File: config.mk
export PLATFORM = sky130hd
export DESIGN_NAME = readwrite_register_bank
export DESIGN_NICKNAME = d
export VERILOG_FILES = /design/src/rtl/readwrite_register_bank.sv
export SDC_FILE = /design/constraint.sdc
export NUM_CORES = 1
export LEC_CHECK = 0
export CAP_MARGIN = 10
export CORE_AREA = 2 2 191 193
export DETAILED_ROUTE_END_ITERATION = 16
export DIE_AREA = 0 0 193 195
export MAX_ROUTING_LAYER = met4
export SLEW_MARGIN = 20
export SYNTH_ARGS = -nofsm -noshare
export SYNTH_HDL_FRONTEND = slang
export SYNTH_SLANG_ARGS = --single-unit
File: constraint.sdc
create_clock -name clk -period 1.6 [get_ports clk]
set_clock_uncertainty 0.2 [all_clocks]
set_input_delay 0.24 -clock clk [delete_from_list [all_inputs] [get_ports clk]]
set_output_delay 0.24 -clock clk [all_outputs]
set_load 0.005 [all_outputs]
File: src/rtl/readwrite_register_bank.sv
// readwrite_register_bank: byte-addressed bank of 32-bit RW/RO/W1C registers with a 1-cycle response.
// Count: 0 NONE, 1 BYTE, 2 HALF, 3 WORD (4..7 invalid). Code: 0 INVALID, 1 READ, 2 WRITE, 3 MISALIGNED, 4 OUT_OF_BOUNDS. Define REGBANK_IRQ_EN for o_irq.
module readwrite_register_bank #(
   parameter int ADDR_W = 32,
   parameter int ADDR_START = 0,
   parameter int WORD_COUNT = 4,
   localparam int WORD_W = 32,
   localparam int MEM_COUNT_W = 3,
   localparam int MEM_CODE_W = 3,
   parameter logic [WORD_W*WORD_COUNT-1:0] RO_MASK = '0,
   parameter logic [WORD_W*WORD_COUNT-1:0] W1C_MASK = '0
) (
   input  logic                         clk,
   input  logic                         aresetn,
   input  logic [ADDR_W-1:0]            i_req_addr,
   input  logic [WORD_W-1:0]            i_req_wr_data,
   input  logic                         i_req_wr_en,
   input  logic [MEM_COUNT_W-1:0]       i_req_count,
   output logic [WORD_W-1:0]            o_res_rd_data,
   output logic [MEM_CODE_W-1:0]        o_res_code,
   input  logic [WORD_W*WORD_COUNT-1:0] i_hw_val,
   input  logic [WORD_W*WORD_COUNT-1:0] i_hw_set,
   output logic [WORD_W*WORD_COUNT-1:0] o_exposed_mem,
   output logic [WORD_COUNT-1:0]        o_wr_strobe,
   output logic                         o_irq
);
   localparam int N = WORD_W * WORD_COUNT;
   localparam int IW = WORD_COUNT > 1 ? $clog2(WORD_COUNT) : 1;
   localparam logic [ADDR_W-1:0] BASE = ADDR_W'(ADDR_START);
   localparam logic [ADDR_W-1:0] WC = ADDR_W'(WORD_COUNT);
   localparam logic [MEM_COUNT_W-1:0] CNT_NONE = 0, CNT_BYTE = 1, CNT_HALF = 2, CNT_WORD = 3;
   localparam logic [MEM_CODE_W-1:0] CODE_INVALID = 0, CODE_READ = 1, CODE_WRITE = 2, CODE_MISALIGNED = 3, CODE_OOB = 4;
   localparam logic [N-1:0] W1C = W1C_MASK & ~RO_MASK;
   localparam logic [N-1:0] RW = ~(RO_MASK | W1C_MASK);

   logic [N-1:0] mem, nxt, wbits, wdata;
   logic [ADDR_W-1:0] off;
   logic [IW-1:0] idx;
   logic [3:0] lanes;
   logic [WORD_W-1:0] bm, rd_word, rd_val;
   logic [MEM_CODE_W-1:0] code;
   logic [WORD_COUNT-1:0] sel;

   always_comb begin
      off = i_req_addr - BASE;
      idx = off[IW+1:2];
      lanes = (i_req_count == CNT_BYTE ? 4'b0001 : i_req_count == CNT_HALF ? 4'b0011 : 4'b1111) << i_req_addr[1:0];
      for (int b = 0; b < 4; b++) bm[8*b +: 8] = {8{lanes[b]}};
      code = (i_req_count == CNT_NONE || i_req_count > CNT_WORD) ? CODE_INVALID
           : ((i_req_count == CNT_HALF && i_req_addr[0]) || (i_req_count == CNT_WORD && i_req_addr[1:0] != 2'b00)) ? CODE_MISALIGNED
           : (i_req_addr < BASE || (off >> 2) >= WC) ? CODE_OOB
           : i_req_wr_en ? CODE_WRITE : CODE_READ;
      rd_word = '0;
      sel = '0;
      wbits = '0;
      for (int j = 0; j < WORD_COUNT; j++) begin
         sel[j] = code == CODE_WRITE && idx == IW'(j);
         if (idx == IW'(j)) rd_word = mem[WORD_W*j +: WORD_W];
         wbits[WORD_W*j +: WORD_W] = sel[j] ? bm : '0;
      end
      rd_val = (rd_word >> {i_req_addr[1:0], 3'b000}) &
               (i_req_count == CNT_BYTE ? 32'h0000_00FF : i_req_count == CNT_HALF ? 32'h0000_FFFF : 32'hFFFF_FFFF);
      wdata = {WORD_COUNT{i_req_wr_data << {i_req_addr[1:0], 3'b000}}};
      // W1C: write-one clears only in addressed lanes, while a same-cycle hardware set still wins
      nxt = (RO_MASK & i_hw_val)
          | (W1C & ((mem & ~(wbits & wdata)) | i_hw_set))
          | (RW & ((mem & ~wbits) | (wdata & wbits)));
   end

   always_ff @(posedge clk or negedge aresetn) begin
      if (!aresetn) begin
         mem <= '0;
         o_res_rd_data <= '0;
         o_res_code <= '0;
         o_wr_strobe <= '0;
      end else begin
         mem <= nxt;
         o_res_rd_data <= code == CODE_READ ? rd_val : '0;
         o_res_code <= code;
         o_wr_strobe <= sel;
      end
   end

   assign o_exposed_mem = mem;

`ifdef REGBANK_IRQ_EN
   always_ff @(posedge clk or negedge aresetn) begin
      if (!aresetn) o_irq <= 1'b0;
      else o_irq <= |(mem & W1C);
   end
`else
   assign o_irq = 1'b0;
`endif
endmodule

Word-level counts from Yosys, hierarchy flattened --
Index checks and enable logic that the tools add are counted. W data, S select, Z words.
Storage, ports and cells: register bits 167, input bits 326, output and inout port bits 168, logic and storage cells 52
Operators by class: order comparisons 3, eq/ne operators 8, shift-type cells 3, muxes and demuxes 17, bitwise logic cells 5, reductions and logical operators 12
Operators by type and width (count):
- $mux W32 | 11
- $and A128 B128 Y128 | 2
- $not A128 Y128 | 1
- $or A128 B128 Y128 | 1
- $and A32 B32 Y32 | 1
- $lt A32 B1 Y1 const B | 1
- $shl A32 B5 Y32 | 1
- $shr A32 B5 Y32 | 1
- $ge A30 B3 Y1 const B | 1
- $eq A3 B2 Y1 const B | 3
- $mux W3 | 3
- $mux W4 | 2
- $eq A3 B1 Y1 const B | 2
- $logic_and A1 B1 Y1 | 6
- $eq A2 B2 Y1 const B | 2
- $shl A4 B2 Y4 | 1
- $gt A3 B2 Y1 const B | 1
- $logic_not A3 Y1 | 1
- $logic_or A1 B1 Y1 | 3
- $eq A2 B1 Y1 const B | 1
- $logic_not A2 Y1 | 1
- $mux W2 | 1
- $reduce_bool A2 Y1 | 1

Longest topological paths before layout --
word-level depth 11, mapped depth 7, mapped depth without buffers 5

Worst setup path before layout --
OpenSTA, ideal clock, no wires.
path kind input to register, from input port i_req_count[0], to register with a tool-made name, setup time 0.125 ns, arrival 2.027 ns, data required time 1.275 ns, path slack -0.752 ns, cell stages on the path 7, buffers on the path 2, cell sequence buf_4 -> a21o_2 -> a21o_2 -> or3_1 -> buf_2 -> nor4_4 -> mux2_2
RTL lines:
- start: declaration | RTL line 18 | input logic [MEM_COUNT_W-1:0] i_req_count,

==> impl_metrics.csv <==
group,metric,value,unit
status,outcome,"finished with violations",
status,violations,"negative setup slack",
power,powerDensity,664,nW/um^2
setup_path,critPathCaptureType,"register",
timing,hold_violations,0,
floorplan,initial_core_util,22.3,%
yosys,synth_ff_type,"dfrtp_1",
yosys,ys_seq_elements,167,
cts,cts_tree,"yes",
yosys,synth_area_leaders,"dfrtp_1, mux2_2, mux4_2, mux2i_1, nand2_1",
floorplan,ioPinCount,494,
route,ant_nets,0,
cts,clock_tree.buffer_depth,2,
yosys,yosysTopAreaCellShare,52.9,%
setup_path,start_kind,"input port",
placed_design,finalWeightedCongestion,0.825,
min_path,hold_path_class,"input port to async pin",
global_route,grt_overflow_total,0,
setup_path,crit_path_frequent_cell,"buf_6",
route,drc,0,
setup_path,crit_family,"buffers and inverters",
placed_design,dp_hpwl,26100,microns
route,via_per_inst,4.45,
setup_path,cp_num_buf_inv,5,
timing,relSlewSlack,55.1,%
timing,slew_viol_final,0,
setup_path,cp.arrival,2120,ps
power,peakVddDrop,0.693,mV
yosys,seq_area_frac_synth,52.9,%
cts,clock_tree.htree_level_count,4,
timing,worst_slack,-399,ps
layout,fin_util,40.3,%
cts,cts_root_buffer,"clkbuf_16",
power,p_leak,7.24,nW
setup_path,cp_slowest_stage_delay,290,ps
timing,tns,-40950,ps
timing,rsz0062_at_grt,"yes",
global_route,grt_pass1_vias,7556,
yosys,synth_edf_count,0,
placed_design,io_buffers,236,
timing,period_share,125,%
route,drtIter0Drc,418,
timing,fin_crit,2000,ps
floorplan,die_h,195,microns
global_route,grt_start_max_net_pins,44,
floorplan,core_area,35400,sq um
layout,n_fill_cell,3357,
cts,numCtsBuffers,17,
timing,finalSetupViolations,162,
cts,worstSkewPairLatency,440,ps
yosys,yosysMostFrequentCell,"dfrtp_1",
route,drt_first_pass_iters,4,
layout,syn2layout_area_growth,80.9,%
yosys,ys_warn_count,0,
floorplan,die_w,193,microns
run,drv_cap,0,
timing,clock.fmax,500,MHz
yosys,avgSynthCellArea,13.8,sq um
global_route,antenna_found_initial,3,
floorplan,dieArea,37600,sq um
yosys,synth_area,7890,sq um
yosys,synth_async_sr_flop_share,100,%
setup_path,path_cells,"buf_2 > nor4_4 > nand4_1 > buf_4 > buf_6 > nor3_4 > buf_6 > nand4_4 > buf_12 > mux2_4",
timing,worst_slew_pin_slew,671,ps
global_route,grt_first_pass_wirelength,49600,microns
yosys,syn-instance-count,573,
setup_path,path_class,"input port to register",
route,vias,6977,
layout,layout-drive-gt1-share,67.5,%
global_route,grt_use_total,18.8,%
cts,path_clk_slew,80,ps
setup_path,crit_fanout,8,
yosys,synth_commonest_cells,"dfrtp_1, mux2_2, nand2_1, mux4_2, nor2_1",
yosys,synth_top_area_cell,"dfrtp_1",
yosys,synth_fp_nets,899,
layout,layoutNonFillerInstCount,1567,
route,wirelength,34300,microns
layout,layout.nets,1417,
yosys,synth.distinct_cells,41,
cts,cts_sinks,167,
setup_path,worstPathRequired,1720,ps
setup_path,cp_slowest_cell,"mux2_4",
placed_design,placed_cells,1493,
floorplan,fp-row-count,69,
route,wl_per_cell,21.9,microns
## cells by family (layout without fill, tap and decap cells)
family,count (synthesis),after routing,synth area share [%]
buffers and inverters,35,566,2.03
multiplexers,192,192,31.6
AND/OR/NAND/NOR,117,117,8.56
flip-flops,167,167,52.9
XOR/XNOR,3,3,0.333
AO/OA/AOI/OAI,58,58,4.52
other,1,3,0.0475
## power breakdown
group / internal [mW] / total [mW] / switching [mW] / leakage (nW)
combinational: 0.433 / 0.987 / 0.554 / 4.61
clock: 2.15 / 4.27 / 2.12 / 0.301
sequential: 4.22 / 4.22 / 0.000829 / 2.33
total: 6.80 / 9.48 / 2.68 / 7.24
## per-stage QoR
| step | cell area [sq um] | hold WS, ps | setup WS, ps | total power, mW |
|---|---|---|---|---|
| after CTS | 14100 | 65.3 | -397 | 9.55 |
| after global routing | 14300 | 79.8 | -514 | 9.81 |
| after detailed placement | 13100 | -23.5 | -1380 | 5.25 |
| after global placement | 13100 | -20.4 | -1360 | 5.24 |
| after floorplan | 8330 | -256 | -742 | 4.63 |
| final | 14300 | 63.7 | -399 | 9.48 |
## what timing repair did
item	CTS	global route
gates resized for setup	761	102
hold endpoints to repair	167	0
hold buffers	1	0
pin swaps	28	22
gates cloned	3	0
buffers inserted	41	16
setup endpoints to repair	334	191
## layout make-up
class	count	area (sq um)	share of cell area [%]
Tap cell	461	577	4.04
Multi-Input combinational cell	371	4430	31.1
Inverter	4	15.0	0.105
Antenna cell	2	5.00	0.0351
Clock buffer	17	425	2.98
Clock inverter	15	191	1.34
Timing Repair Buffer	530	4450	31.2
Sequential cell	167	4180	29.3
## final timing paths
check	startpoint	endpoint	cells after the start	slack, ps
min in group clk	i_req_addr[0]	o_res_rd_data[20]	4	90
max in group asynchronous	aresetn	async pin	3	520
worst min register to register	register	register	2	410
worst min-delay path	aresetn	async pin	2	60
worst max-delay path	i_req_addr[26]	register	10	-400
worst max register to register	register	o_res_rd_data[4]	4	-370
## placed cells by master, fill, tap and decap left out, types with 6 or more instances in the layout
cell type,count
buf_6,95
dlygate4sd2_1,41
dfrtp_1,167
nor4_4,7
buf_12,19
nand4_4,6
clkdlybuf4s50_1,32
buf_4,210
nor2_2,6
inv_8,6
mux2_2,63
a211oi_2,10
nor2_4,9
buf_2,114
clkbuf_2,11
and2_1,9
a21oi_2,15
clkbuf_16,18
nor3_4,9
nand2_1,36
mux4_2,32
clkinv_8,6
nor2_1,12
o21ai_0,13
mux2i_1,16
mux2_4,73
## routing by layer
| metal | GRT usage, % | wire (microns) | up-vias |
|---|---|---|---|
| li1 | - | - | 3152 |
| met3 | 5.63 | 3260 | 27 |
| met2 | 26.1 | 14400 | 290 |
| met1 | 26.9 | 16100 | 3508 |
| met5 | - | 0 | - |
| met4 | 4.32 | 522 | 0 |
Note: power is estimated with default switching activity, not from simulation.
